File: src/rtl/dma_xfer_ctrl.sv
// Single-channel DMA transfer sequencer.
// Copies a configured number of 32-bit words from a source to a destination
// address. Each word is a read phase followed by a write phase on the
// downstream register-interface master. It reports busy, done and error status.
module dma_xfer_ctrl #(
  parameter int LEN_W       = 16,
  parameter int TIMEOUT_CYC = 1024
) (
  input  logic             clk,
  input  logic             rst,
  input  logic [31:0]      cfg_src,
  input  logic [31:0]      cfg_dst,
  input  logic [LEN_W-1:0] cfg_len,
  input  logic             cfg_src_inc,
  input  logic             cfg_dst_inc,
  input  logic             start,
  input  logic             abort,
  output logic [31:0]      dma_addr,
  output logic             dma_read,
  output logic [31:0]      write_data,
  input  logic [31:0]      reg_data_i,
  input  logic             ready_i,
  output logic             busy,
  output logic             done,
  output logic             error,
  output logic [LEN_W-1:0] words_left
);

  localparam int TMR_W = (TIMEOUT_CYC > 1) ? $clog2(TIMEOUT_CYC + 1) : 1;

  typedef enum logic [2:0] {
    IDLE, RD_ARM, RD_WAIT, WR_ARM, WR_WAIT, DONE, ERR
  } state_t;

  state_t            state_q, state_d;
  logic [31:0]       src_ptr_q, src_ptr_d;
  logic [31:0]       dst_ptr_q, dst_ptr_d;
  logic              src_inc_q, src_inc_d;
  logic              dst_inc_q, dst_inc_d;
  logic [LEN_W-1:0]  words_left_q, words_left_d;
  logic [31:0]       addr_q, addr_d;
  logic              read_q, read_d;
  logic [31:0]       wdata_q, wdata_d;
  logic              busy_q, busy_d;
  logic              done_q, done_d;
  logic              error_q, error_d;
  logic [TMR_W-1:0]  timer_q, timer_d;
  logic              timeout_hit;

  assign dma_addr   = addr_q;
  assign dma_read   = read_q;
  assign write_data = wdata_q;
  assign busy       = busy_q;
  assign done       = done_q;
  assign error      = error_q;
  assign words_left = words_left_q;

  // A waiting phase gives up once the timer has seen TIMEOUT_CYC cycles without
  // ready. A zero TIMEOUT_CYC disables the check.
  assign timeout_hit = (TIMEOUT_CYC != 0) &&
                       (32'(timer_q) == 32'(TIMEOUT_CYC - 1));

  // Sequencing: the next state and the next register values, including the bus
  // outputs that are loaded on entry to each ARM state and then held.
  always_comb begin
    state_d      = state_q;
    src_ptr_d    = src_ptr_q;
    dst_ptr_d    = dst_ptr_q;
    src_inc_d    = src_inc_q;
    dst_inc_d    = dst_inc_q;
    words_left_d = words_left_q;
    addr_d       = addr_q;
    read_d       = read_q;
    wdata_d      = wdata_q;
    error_d      = error_q;
    timer_d      = timer_q;

    case (state_q)
      IDLE: begin
        if (start) begin
          src_ptr_d    = cfg_src;
          dst_ptr_d    = cfg_dst;
          words_left_d = cfg_len;
          src_inc_d    = cfg_src_inc;
          dst_inc_d    = cfg_dst_inc;
          error_d      = 1'b0;
          state_d      = (cfg_len == '0) ? DONE : RD_ARM;
        end
      end
      RD_ARM:  state_d = RD_WAIT;
      RD_WAIT: begin
        if (ready_i) begin
          wdata_d = reg_data_i;
          state_d = WR_ARM;
        end else if (timeout_hit) begin
          state_d = ERR;
        end
      end
      WR_ARM:  state_d = WR_WAIT;
      WR_WAIT: begin
        if (ready_i) begin
          words_left_d = words_left_q - LEN_W'(1);
          if (src_inc_q) src_ptr_d = src_ptr_q + 32'd4;
          if (dst_inc_q) dst_ptr_d = dst_ptr_q + 32'd4;
          state_d = ((words_left_d == '0) || abort) ? DONE : RD_ARM;
        end else if (timeout_hit) begin
          state_d = ERR;
        end
      end
      DONE:    state_d = IDLE;
      ERR:     state_d = IDLE;
      default: state_d = IDLE;
    endcase

    if (state_d != state_q) begin
      timer_d = '0;
    end else if ((state_q == RD_WAIT || state_q == WR_WAIT) && (TIMEOUT_CYC != 0)) begin
      timer_d = timer_q + TMR_W'(1);
    end

    if (state_d == RD_ARM && state_q != RD_ARM) begin
      addr_d = src_ptr_d;
      read_d = 1'b1;
    end else if (state_d == WR_ARM && state_q != WR_ARM) begin
      addr_d = dst_ptr_q;
      read_d = 1'b0;
    end

    if (state_d == ERR) error_d = 1'b1;

    busy_d = (state_d != IDLE);
    done_d = (state_d == DONE);
  end

  // State and output registers. Reset is asynchronous and drops any transfer
  // in progress without a done pulse.
  always_ff @(posedge clk or posedge rst) begin
    if (rst) begin
      state_q      <= IDLE;
      src_ptr_q    <= '0;
      dst_ptr_q    <= '0;
      src_inc_q    <= 1'b0;
      dst_inc_q    <= 1'b0;
      words_left_q <= '0;
      addr_q       <= '0;
      read_q       <= 1'b1;
      wdata_q      <= '0;
      busy_q       <= 1'b0;
      done_q       <= 1'b0;
      error_q      <= 1'b0;
      timer_q      <= '0;
    end else begin
      state_q      <= state_d;
      src_ptr_q    <= src_ptr_d;
      dst_ptr_q    <= dst_ptr_d;
      src_inc_q    <= src_inc_d;
      dst_inc_q    <= dst_inc_d;
      words_left_q <= words_left_d;
      addr_q       <= addr_d;
      read_q       <= read_d;
      wdata_q      <= wdata_d;
      busy_q       <= busy_d;
      done_q       <= done_d;
      error_q      <= error_d;
      timer_q      <= timer_d;
    end
  end

endmodule
File: config.mk
export PLATFORM = sky130hd
export DESIGN_NAME = dma_xfer_ctrl
export DESIGN_NICKNAME = d
export VERILOG_FILES = /design/src/rtl/dma_xfer_ctrl.sv
export SDC_FILE = /design/constraint.sdc
export NUM_CORES = 1
export LEC_CHECK = 0
export CAP_MARGIN = 20
export CORE_MARGIN = 2
export CORE_UTILIZATION = 45
export CTS_CLUSTER_DIAMETER = 100
export DETAILED_ROUTE_END_ITERATION = 7
export PLACE_DENSITY = 0.73
export SYNTH_ARGS = -nofsm -noshare
export SYNTH_HDL_FRONTEND = slang
export SYNTH_SLANG_ARGS = --single-unit
File: constraint.sdc
create_clock -name clk -period 5.76 [get_ports clk]
set_clock_uncertainty 0.05 [all_clocks]
set_input_delay 0.864 -clock clk [delete_from_list [all_inputs] [get_ports clk]]
set_output_delay 0.864 -clock clk [all_outputs]
set_load 0.05 [all_outputs]
==> impl_metrics.sql, run 1 <==
INSERT INTO impl_metrics (metric_group, metric, value, unit) VALUES
('outcome', 'outcome', 'completed', ''),
('synth', 'main_flop_type_after_synthesis', 'sky130_fd_sc_hd__dfrtp_1', ''),
('global_route', 'maximum_number_of_pins_on_one_net_before_global_route_repair', '107', ''),
('synth', 'synthDominantCellAreaShare', '46.0', '%'),
('clock_tree', 'cts_inserted_buffers', '17', ''),
('clock_tree', 'clkLatencyLatePin', '0.43', 'ns'),
('placement', 'gp_routability_congestion', '0.898', ''),
('synth', 'ys_async_sr_fraction', '100', '%'),
('floorplanning', 'chipWidth', '144', 'µm'),
('sta', 'fin_crit', '4.21', 'ns'),
('synth', 'post_synth_main_area_contributors', 'sky130_fd_sc_hd__dfrtp_1 46%, sky130_fd_sc_hd__mux2_2 6.7%, sky130_fd_sc_hd__mux2_4 4.6%, sky130_fd_sc_hd__nand2_1 4.0%, sky130_fd_sc_hd__a21oi_1 3.7%', ''),
('sta', 'hold_viol', '0', ''),
('global_route', 'groute.layer.met3.usage', '5.50', '%'),
('sta', 'timing.hold.ws', '0.430', 'ns'),
('sta', 'postLayoutSetupSlackWorst', '1.55', 'ns'),
('floorplanning', 'die_area', '20800', 'µm²'),
('drt', 'route.detailed.vias_per_inst', '6.00', ''),
('synth', 'synth-edff-count', '0', ''),
('sta', 'post-route-period-util', '73.1', '%'),
('cells_and_area', 'diodes', '0', ''),
('cells_and_area', 'post_route_cells_drive_above_1_share', '12.8', '%'),
('worst_hold_path', 'min_path_type', 'reg -> reg', ''),
('synth', 'mean_instance_size_in_the_synthesized_netlist', '9.75', 'µm²'),
('critical_path', 'worst_ep_arrival_time', '4.48', 'ns'),
('pwr', 'comb_power_share', '53.7', '%'),
('global_route', 'grt.met2_usage', '39.0', '%'),
('floorplanning', 'io_pins', '203', ''),
('critical_path', 'critical_path.slowest_cell', 'sky130_fd_sc_hd__or3_2', ''),
('global_route', 'antenna_found_initial', '0', ''),
('critical_path', 'critical_path_class', 'reg -> reg', ''),
('synth', 'syn-num-nets', '1033', ''),
('clock_tree', 'clock-sinks', '164', ''),
('global_route', 'grt.overflow.total', '0', ''),
('drt', 'detail_route.wirelength', '26800', 'µm'),
('pwr', 'static_leakage', '0.00468', 'µW'),
('run', 'timing.max_cap.violations', '0', ''),
('synth', 'ys_seq_elements', '164', ''),
('drt', 'routed-via-count', '8182', ''),
('critical_path', 'cell_by_cell_trace_of_the_critical_path', 'nor3b_4 > nand2_1 > or4_1 > nor4_2 > or3_2 > mux2_2', ''),
('synth', 'netlist_area', '8860', 'µm²'),
('pwr', 'clkPwrFrac', '15.6', '%'),
('floorplanning', 'vertical_extent_of_the_die', '144', 'µm'),
('pwr', 'power.share.sequential', '30.7', '%'),
('clock_tree', 'hold_buffers_post_cts', '0', ''),
('global_route', 'grt_first_pass_wirelength', '40800', 'µm'),
('synth', 'yosys.cell_types.count', '65', ''),
('critical_path', 'worst-path-max-fanout', '33', ''),
('critical_path', 'start_kind', 'flop', ''),
('critical_path', 'r2r_setup_slack', '1.55', 'ns'),
('clock_tree', 'cts.clk_slew.worst_paths', '0.07', 'ns'),
('pwr', 'powerDensity', '640', 'nW/µm²'),
('floorplanning', 'core_area', '19400', 'µm²'),
('drt', 'count_of_routing_violations_after_the_opening_detailed_route_iteration', '817', ''),
('cells_and_area', 'finalNetCount', '1210', ''),
('pwr', 'p_switching', '3460', 'µW'),
('synth', 'postSynthCellCount', '909', ''),
('sta', 'peak_clock_frequency_supported_by_timing', '237', 'MHz'),
('sta', 'final-setup-viol-count', '0', ''),
('synth', 'post_synth_top_area_cell', 'sky130_fd_sc_hd__dfrtp_1', ''),
('pwr', 'totalPowerFinal', '7490', 'µW'),
('sta', 'tightestPinTransition', '1.11', 'ns'),
('global_route', 'global_route.usage.met1', '36.7', '%'),
('placement', 'dpl.hpwl', '19100', 'µm'),
('sta', 'totalNegativeSetupSlack', '0', 'ns'),
('clock_tree', 'post_cts_buffers', '0', ''),
('drt', 'route.detailed.drc', '0', ''),
('global_route', 'vias_in_the_first_global_route', '7391', ''),
('sta', 'final_max_slew_viol_count', '0', ''),
('cells_and_area', 'post-route-util', '60.3', '%'),
('drt', 'antenna_violating_nets_post_route', '0', ''),
('floorplanning', 'initial_core_util', '45.7', '%');
## per-layer routing
layer	part of all wire, %	up-vias
met4	1.5	0
met1	43	3989
met3	9.9	30
li1	-	3746
met5	0	-
met2	46	417
## placed cells by master, fill, tap and decap left out, drive strengths merged, types with 6 or more instances in the layout
master         instances
clkdlybuf4s50        202
dfrtp                163
nand2                 95
mux2                  80
a21oi                 65
nor2                  62
o21ai                 60
nand3                 39
clkbuf                24
nand4                 22
o22ai                 22
and3                  17
nor3                  17
inv                   15
nor4                  15
a31oi                 12
buf                   12
and4                  11
o211ai                11
and2                  11
xnor2                 10
or4                   10
a22oi                 10
or3                    7
xor2                   6
o31ai                  6
## through the flow
step | std cells | area, µm²
after global placement | 1331 | 11100
after global routing | 1364 | 11700
after detailed placement | 1331 | 11100
after CTS | 1363 | 11700
after floorplan | 909 | 8860
final | 1364 | 11700
## logic make-up after synthesis
family                   Yosys count  synth area share [%]
AO/OA/AOI/OAI                    243                  17.4
XOR/XNOR                          16                  1.58
adder cells (fa/ha/maj)            5                 0.706
buffers and inverters             72                  3.35
flip-flops                       164                  46.3
multiplexers                      84                  11.8
AND/OR/NAND/NOR                  325                  18.9
## registers in the layout (all words and copies together) (netlist names)
signal,count
busy,1
dma_addr,32
dma_read,1
done,1
dst_inc_q,1
dst_ptr_q,32
error,1
src_inc_q,1
src_ptr_q,32
state_q,3
timer_q,11
words_left,16
write_data,32
## power groups by stage
| stage | clock network [µW] | logic [µW] | registers [µW] |
|---|---|---|---|
| finish | 1160 | 4020 | 2300 |
| global route | 1230 | 4270 | 2370 |
| CTS | 1180 | 4010 | 2280 |
| detailed placement | 0 | 4000 | 2290 |
| global placement | 0 | 3930 | 2280 |
| floorplan | 0 | 1910 | 3110 |
## area by class of cell
| type | count | area [µm²] |
|---|---|---|
| flip-flops and latches | 164 | 4110 |
| clock inverters | 9 | 131 |
| clock buffers | 23 | 468 |
| inverters | 15 | 61.3 |
| fillers | 1676 | 7710 |
| well taps | 265 | 332 |
| multi-input cells | 673 | 4480 |
| repair buffers | 215 | 2120 |
## worst paths after layout
check | from | end | cells after the start
min in group asynchronous | rst | write_data[28]$_DFFE_PP0P_ | 2
hold / removal | src_ptr_q[1]$_DFF_PP0_ | src_ptr_q[1]$_DFF_PP0_ | 2
setup reg to reg | state_q[2]$_DFF_PP0_ | dma_addr[31]$_DFFE_PP0P_ | 6
hold reg to reg | src_ptr_q[1]$_DFF_PP0_ | src_ptr_q[1]$_DFF_PP0_ | 2
setup / recovery | state_q[2]$_DFF_PP0_ | dma_addr[31]$_DFFE_PP0P_ | 6
max in group asynchronous | rst | dma_addr[14]$_DFFE_PP0P_ | 3
## worst register-to-register path, cell delays in order (launching register included)
cell	delay, ns
sky130_fd_sc_hd__dfrtp_1	0.81
sky130_fd_sc_hd__nor3b_4	0.83
sky130_fd_sc_hd__nand2_1	0.19
sky130_fd_sc_hd__or4_1	0.57
sky130_fd_sc_hd__nor4_2	0.29
sky130_fd_sc_hd__or3_2	0.94
sky130_fd_sc_hd__mux2_2	0.44
No activity file was read; power rests on OpenSTA's default activity.
==> run 2, diff against run 1 <==
clock period = 3.9 ns   (was 5.76 ns; I/O delays follow)
==> run 2 against run 1 <==
Net effect:
- flip-flop and latch count unchanged
- maximum frequency increased by 21%
- global-route usage increased by 0.56 points
- largest power group unchanged
==> impl_metrics.sql, run 2 (synthesis gave the netlist of run 1 again) <==
INSERT INTO impl_metrics (metric_group, metric, value, unit) VALUES
('clock_tree', 'clkLatencyLatePin', '0.43', 'ns'),
('critical_path', 'crit_end_category', 'flop', ''),
('drt', 'routed-via-count', '8106', ''),
('global_route', 'grt_first_pass_wirelength', '41700', 'µm'),
('placement', 'gp_routability_congestion', '0.910', ''),
('clock_tree', 'clock-sinks', '164', ''),
('clock_tree', 'cts.clk_slew.worst_paths', '0.07', 'ns'),
('pwr', 'p_sw_share', '46.8', '%'),
('pwr', 'comb_power_share', '54.5', '%'),
('cells_and_area', 'areaGrowthSynthToFinish', '32.8', '%'),
('global_route', 'grt.overflow.total', '0', ''),
('sta', 'postLayoutSetupSlackWorst', '0.414', 'ns'),
('critical_path', 'reg2regPathDepth', '9', ''),
('clock_tree', 'post_cts_buffers', '0', ''),
('run', 'timing.max_cap.violations', '0', ''),
('sta', 'final-setup-viol-count', '0', ''),
('worst_hold_path', 'timing.hold.worst_path_depth', '2', ''),
('drt', 'wire_per_inst', '19.5', 'µm'),
('sta', 'grt_setup_unrepaired', 'false', ''),
('sta', 'totalNegativeSetupSlack', '0', 'ns'),
('pwr', 'static_leakage', '0.00471', 'µW'),
('global_route', 'maximum_number_of_pins_on_one_net_before_global_route_repair', '71', ''),
('worst_hold_path', 'min_to', 'dst_inc_q$_DFFE_PP0P_', ''),
('sta', 'slew_headroom', '29.5', '%'),
('critical_path', 'start_kind', 'flop', ''),
('placement', 'placed_area', '11200', 'µm²'),
('clock_tree', 'hold_buffers_post_cts', '0', ''),
('clock_tree', 'level_count_of_the_clock_h_tree', '4', ''),
('critical_path', 'worst-path-max-fanout', '28', ''),
('clock_tree', 'cts.repair.resized', '0', ''),
('clock_tree', 'cts_inserted_buffers', '17', ''),
('cells_and_area', 'mostFrequentLayoutCells', '202 x sky130_fd_sc_hd__clkdlybuf4s50_1, 163 x sky130_fd_sc_hd__dfrtp_1, 95 x sky130_fd_sc_hd__nand2_1', ''),
('floorplanning', 'die_area', '20800', 'µm²'),
('drt', 'route.detailed.vias_per_inst', '5.90', ''),
('critical_path', 'crit-reg2reg-launch', 'words_left[0]$_DFFE_PP0P_', ''),
('worst_hold_path', 'min_from', 'dst_inc_q$_DFFE_PP0P_', ''),
('outcome', 'outcome', 'completed', ''),
('floorplanning', 'initial_core_util', '45.7', '%'),
('pwr', 'clkPwrFrac', '14.7', '%'),
('pwr', 'power.share.sequential', '30.8', '%'),
('cells_and_area', 'finalNetCount', '1220', ''),
('drt', 'drtPass1Iterations', '6', ''),
('worst_hold_path', 'min_path_type', 'reg -> reg', ''),
('drt', 'antenna_violating_nets_post_route', '0', ''),
('sta', 'post-route-period-util', '89.4', '%'),
('sta', 'final_max_slew_viol_count', '0', ''),
('critical_path', 'r2r_setup_slack', '0.41', 'ns'),
('cells_and_area', 'diodes', '0', ''),
('floorplanning', 'chipWidth', '144', 'µm'),
('clock_tree', 'root_buffer', 'sky130_fd_sc_hd__clkbuf_16', ''),
('placement', 'numPortBuffers', '202', ''),
('placement', 'dpl.hpwl', '19800', 'µm'),
('global_route', 'vias_in_the_first_global_route', '7575', ''),
('cells_and_area', 'final.fill_count', '1673', ''),
('pwr', 'p_switching', '5140', 'µW'),
('pwr', 'irDropWorstVdd', '0.515', 'mV'),
('clock_tree', 'tritoncts_clock_tree', 'done', ''),
('clock_tree', 'clock_path_buffers', '2', ''),
('floorplanning', 'io_pins', '203', ''),
('cells_and_area', 'post_route_cells_drive_above_1_share', '13.9', '%'),
('sta', 'peak_clock_frequency_supported_by_timing', '287', 'MHz'),
('placement', 'dpl_worst_slack', '0.354', 'ns'),
('global_route', 'grt.total_usage', '26.1', '%'),
('sta', 'timing.hold.ws', '0.433', 'ns'),
('critical_path', 'worst-endpoint-required', '4.17', 'ns'),
('floorplanning', 'placementRows', '51', ''),
('floorplanning', 'vertical_extent_of_the_die', '144', 'µm'),
('cells_and_area', 'layout.cells.most_common', 'sky130_fd_sc_hd__clkdlybuf4s50_1', ''),
('floorplanning', 'core_area', '19400', 'µm²'),
('critical_path', 'critical_path_class', 'reg -> reg', ''),
('sta', 'tightestPinTransition', '1.05', 'ns'),
('critical_path', 'worst_ep_arrival_time', '3.75', 'ns'),
('sta', 'fin_crit', '3.49', 'ns'),
('global_route', 'antenna_found_initial', '2', ''),
('sta', 'hold_viol', '0', ''),
('pwr', 'cell_internal_power', '5830', 'µW'),
('drt', 'detail_route.wirelength', '26800', 'µm'),
('drt', 'route.detailed.drc', '0', ''),
('drt', 'count_of_routing_violations_after_the_opening_detailed_route_iteration', '580', ''),
('critical_path', 'worst_r2r_endpoint', 'dma_addr[30]$_DFFE_PP0P_', ''),
('cells_and_area', 'finalInstanceArea', '11800', 'µm²'),
('pwr', 'powerDensity', '933', 'nW/µm²');
==> run 2: cell count changes in the layout (fill, tap and decap cells not counted), moves of 2 or more <==
cell / delta
sky130_fd_sc_hd__buf_12: +2
sky130_fd_sc_hd__buf_4: +9
sky130_fd_sc_hd__bufinv_16: -2
sky130_fd_sc_hd__clkbuf_1: -3
sky130_fd_sc_hd__clkinv_2: -2
sky130_fd_sc_hd__clkinv_4: +3
sky130_fd_sc_hd__clkinvlp_4: +4
==> run 2: through the flow <==
step	utilization (%)	std cells	power (µW)
global placement	57.7	1342	9220
global route	60.6	1374	11600
CTS	60.6	1374	11000
detailed placement	57.7	1342	9340
finish	60.6	1374	11000
floorplan	-	909	7410
==> run 2: layer usage <==
metal	global-route usage (%)	part of all wire [%]	routed length (µm)	up-vias
li1	-	-	-	3779
met1	37.6	44	11800	3893
met2	39.6	45	12000	389
met3	5.93	9.0	2400	41
met4	7.31	1.8	489	4
met5	0	0.10	27	-
==> run 2: power groups by stage <==
stage               Clock (µW)  Sequential [µW]  Combinational, µW
floorplan                    0             4590               2820
global placement             0             3340               5880
detailed placement           0             3360               5970
CTS                       1650             3350               5980
global route              1710             3490               6380
finish                    1620             3380               5980
==> run 2: cell type report <==
type / instances / area, µm² / area share, %
multi-input combinational: 673 / 4480 / 38.0
sequential: 164 / 4110 / 34.9
timing repair buffer: 225 / 2220 / 18.9
clock buffer: 19 / 443 / 3.77
tap: 265 / 332 / 2.82
clock inverter: 13 / 128 / 1.08
inverter: 15 / 60.1 / 0.511
==> run 2: how the worst max path moves through the flow <==
stage	from	cells after the start	to
final	words_left[0]$_DFFE_PP0P_	9	dma_addr[30]$_DFFE_PP0P_
after global routing	words_left[0]$_DFFE_PP0P_	9	dma_addr[30]$_DFFE_PP0P_
after CTS	words_left[0]$_DFFE_PP0P_	9	dma_addr[30]$_DFFE_PP0P_
after detailed placement	start	8	dma_addr[31]$_DFFE_PP0P_
after global placement	start	8	dma_addr[30]$_DFFE_PP0P_
after floorplan	words_left[0]$_DFFE_PP0P_	10	dma_addr[10]$_DFFE_PP0P_
==> run 2: worst max-delay path: stages, from the launching register on <==
cell and delay [ns]:
sky130_fd_sc_hd__dfrtp_1 0.41, sky130_fd_sc_hd__inv_1 0.11, sky130_fd_sc_hd__ha_1 0.22, sky130_fd_sc_hd__or4b_1 0.53
sky130_fd_sc_hd__nor3_1 0.33, sky130_fd_sc_hd__xor2_1 0.14, sky130_fd_sc_hd__nor4_2 0.42, sky130_fd_sc_hd__or3_2 0.30
sky130_fd_sc_hd__buf_4 0.46, sky130_fd_sc_hd__mux2_2 0.39
==> run 3, diff against run 2 <==
==> constraint.sdc (replaced) <==
create_clock -name clk -period 3.4 [get_ports clk]
set_clock_uncertainty 0.05 [all_clocks]
set_input_delay 0.51 -clock clk [delete_from_list [all_inputs] [get_ports clk]]
set_output_delay 0.51 -clock clk [all_outputs]
set_load 0.01 [all_outputs]
==> run 3 against run 2 <==
Net effect:
- clock power rose by 22%
- die area did not move
- global-route usage rose by 0.19 points
- flip-flop and latch count did not move
- critical path type unchanged
- largest power group unchanged
- highest routed layer is now met4
==> impl_metrics.sql, run 3 (synthesis gave the netlist of run 1 again) <==
INSERT INTO impl_metrics (metric_group, metric, value, unit) VALUES
('outcome', 'outcome', 'completed', ''),
('global_route', 'maximum_number_of_pins_on_one_net_before_global_route_repair', '46', ''),
('global_route', 'global_route.usage.met1', '37.3', '%'),
('placement', 'numPortBuffers', '202', ''),
('sta', 'totalNegativeSetupSlack', '0', 'ns'),
('sta', 'final-setup-viol-count', '0', ''),
('clock_tree', 'cts_inserted_buffers', '17', ''),
('drt', 'detail_route.wirelength', '27300', 'µm'),
('critical_path', 'worst-path-max-fanout', '29', ''),
('drt', 'count_of_routing_violations_after_the_opening_detailed_route_iteration', '803', ''),
('floorplanning', 'core_area', '19400', 'µm²'),
('cells_and_area', 'multi_input_area', '4480', 'µm²'),
('run', 'timing.max_cap.violations', '0', ''),
('cells_and_area', 'areaGrowthSynthToFinish', '34.8', '%'),
('clock_tree', 'post_cts_buffers', '0', ''),
('clock_tree', 'level_count_of_the_clock_h_tree', '4', ''),
('cells_and_area', 'final.fill_count', '1666', ''),
('cells_and_area', 'post_route_cells_drive_above_1_share', '15.0', '%'),
('sta', 'slew_headroom', '36.8', '%'),
('sta', 'timing.hold.ws', '0.426', 'ns'),
('clock_tree', 'cts.clk_slew.worst_paths', '0.07', 'ns'),
('sta', 'final_max_slew_viol_count', '0', ''),
('pwr', 'irDropWorstVdd', '0.515', 'mV'),
('global_route', 'gr-max-usage-layer', 'met2', ''),
('sta', 'grt_setup_unrepaired', 'false', ''),
('placement', 'gp_routability_congestion', '0.946', ''),
('sta', 'fin_crit', '3.16', 'ns'),
('clock_tree', 'hold_buffers_post_cts', '0', ''),
('global_route', 'groute.layer.met3.usage', '5.03', '%'),
('critical_path', 'start_kind', 'flop', ''),
('drt', 'routed-via-count', '8240', ''),
('global_route', 'antenna_found_initial', '0', ''),
('floorplanning', 'initial_core_util', '45.7', '%'),
('sta', 'tightestPinTransition', '0.936', 'ns'),
('clock_tree', 'cts.repair.resized', '0', ''),
('clock_tree', 'clock-sinks', '164', ''),
('clock_tree', 'clkLatencyLatePin', '0.43', 'ns'),
('cells_and_area', 'register_area', '4110', 'µm²'),
('sta', 'post-route-period-util', '93.0', '%'),
('floorplanning', 'placementRows', '51', ''),
('critical_path', 'crit_end_category', 'flop', ''),
('drt', 'drtPass1Iterations', '7', ''),
('critical_path', 'worst_ep_arrival_time', '3.42', 'ns'),
('placement', 'dpl.hpwl', '20000', 'µm'),
('floorplanning', 'chipWidth', '144', 'µm'),
('cells_and_area', 'diodes', '0', ''),
('sta', 'peak_clock_frequency_supported_by_timing', '316', 'MHz'),
('clock_tree', 'tritoncts_clock_tree', 'done', ''),
('sta', 'hold_viol', '0', ''),
('global_route', 'grt.overflow.total', '0', ''),
('cells_and_area', 'finalNonFillerCells', '1391', ''),
('clock_tree', 'clock_path_buffers', '2', ''),
('global_route', 'grt_first_pass_wirelength', '42100', 'µm'),
('floorplanning', 'vertical_extent_of_the_die', '144', 'µm'),
('clock_tree', 'root_buffer', 'sky130_fd_sc_hd__clkbuf_16', ''),
('drt', 'route.detailed.vias_per_inst', '5.92', ''),
('critical_path', 'critical_path_class', 'reg -> reg', ''),
('worst_hold_path', 'min_path_type', 'reg -> reg', ''),
('placement', 'total_instance_count_after_detailed_placement', '1359', ''),
('cells_and_area', 'finalNetCount', '1237', ''),
('global_route', 'grt.total_usage', '26.3', '%'),
('cells_and_area', 'layout.cells.most_common', 'sky130_fd_sc_hd__clkdlybuf4s50_1', ''),
('drt', 'antenna_violating_nets_post_route', '0', ''),
('sta', 'postLayoutSetupSlackWorst', '0.237', 'ns'),
('global_route', 'grt.met2_usage', '41.2', '%'),
('placement', 'dpl_worst_slack', '0.0495', 'ns'),
('drt', 'route.detailed.drc', '0', ''),
('cells_and_area', 'mostFrequentLayoutCells', '202 x sky130_fd_sc_hd__clkdlybuf4s50_1, 163 x sky130_fd_sc_hd__dfrtp_1, 95 x sky130_fd_sc_hd__nand2_1', ''),
('pwr', 'static_leakage', '0.00483', 'µW'),
('floorplanning', 'die_area', '20800', 'µm²'),
('floorplanning', 'io_pins', '203', ''),
('pwr', 'powerDensity', '949', 'nW/µm²'),
('critical_path', 'worst-endpoint-required', '3.66', 'ns'),
('drt', 'wire_per_inst', '19.6', 'µm'),
('global_route', 'vias_in_the_first_global_route', '7757', '');
run 3: cell types whose count changed in the layout (fill, tap and decap cells not counted), moves of 2 or more:
cell / change
sky130_fd_sc_hd__bufinv_16: +2
sky130_fd_sc_hd__clkinv_2: +3
sky130_fd_sc_hd__buf_4: +15
sky130_fd_sc_hd__clkinv_4: -4
sky130_fd_sc_hd__clkinvlp_4: -3
sky130_fd_sc_hd__clkbuf_1: +3
sky130_fd_sc_hd__inv_6: -2
sky130_fd_sc_hd__buf_12: +2
run 3: area by class of cell:
class / count / share of cell area [%]
tap: 265 / 2.78
sequential: 164 / 34.4
clock buffer: 23 / 3.92
inverter: 15 / 0.503
timing repair buffer: 242 / 19.9
clock inverter: 9 / 1.07
multi-input combinational: 673 / 37.5
run 3: path summary, 6_finish.rpt:
check / start / to / slack, ns / cells past startpoint
min: src_ptr_q[0]$_DFF_PP0_ / src_ptr_q[0]$_DFF_PP0_ / 0.43 / 2
max: words_left[2]$_DFFE_PP0P_ / dma_addr[30]$_DFFE_PP0P_ / 0.24 / 7
min reg2reg: src_ptr_q[0]$_DFF_PP0_ / src_ptr_q[0]$_DFF_PP0_ / 0.43 / 2
max reg2reg: words_left[2]$_DFFE_PP0P_ / dma_addr[30]$_DFFE_PP0P_ / 0.24 / 7
max in group asynchronous: rst / words_left[3]$_DFFE_PP0P_ / 1.94 / 4
min in group asynchronous: rst / src_ptr_q[24]$_DFF_PP0_ / 0.53 / 2
run 3: power by group:
part	leakage, µW	internal (µW)	total [µW]	switching, µW
sequential	0.00196	2890	3840	952
clock	0.000283	1190	1980	786
combinational	0.00259	2890	5510	2630
run 3: worst max-delay path, stage by stage (launching register included):
cell	delay, ns
sky130_fd_sc_hd__dfrtp_1	0.44
sky130_fd_sc_hd__or3_1	0.47
sky130_fd_sc_hd__or3_4	0.41
sky130_fd_sc_hd__o31a_1	0.30
sky130_fd_sc_hd__nor4_2	0.41
sky130_fd_sc_hd__or3_2	0.31
sky130_fd_sc_hd__buf_12	0.26
sky130_fd_sc_hd__mux2_2	0.36
run 3: through the flow:
stage / cell area, µm² / power, µW / util (%)
after CTS: 11900 / 11300 / 61.6
final: 11900 / 11300 / 61.6
after global placement: 11300 / 9160 / 58.5
after global routing: 11900 / 12000 / 61.6
after detailed placement: 11300 / 9300 / 58.5
after floorplan: 8860 / 7000 / -
run 3: metal layers:
metal	share of wire (%)	vias up
li1	-	3799
met1	43	3943
met2	46	450
met3	9.3	48
met4	2.0	0
met5	0	-
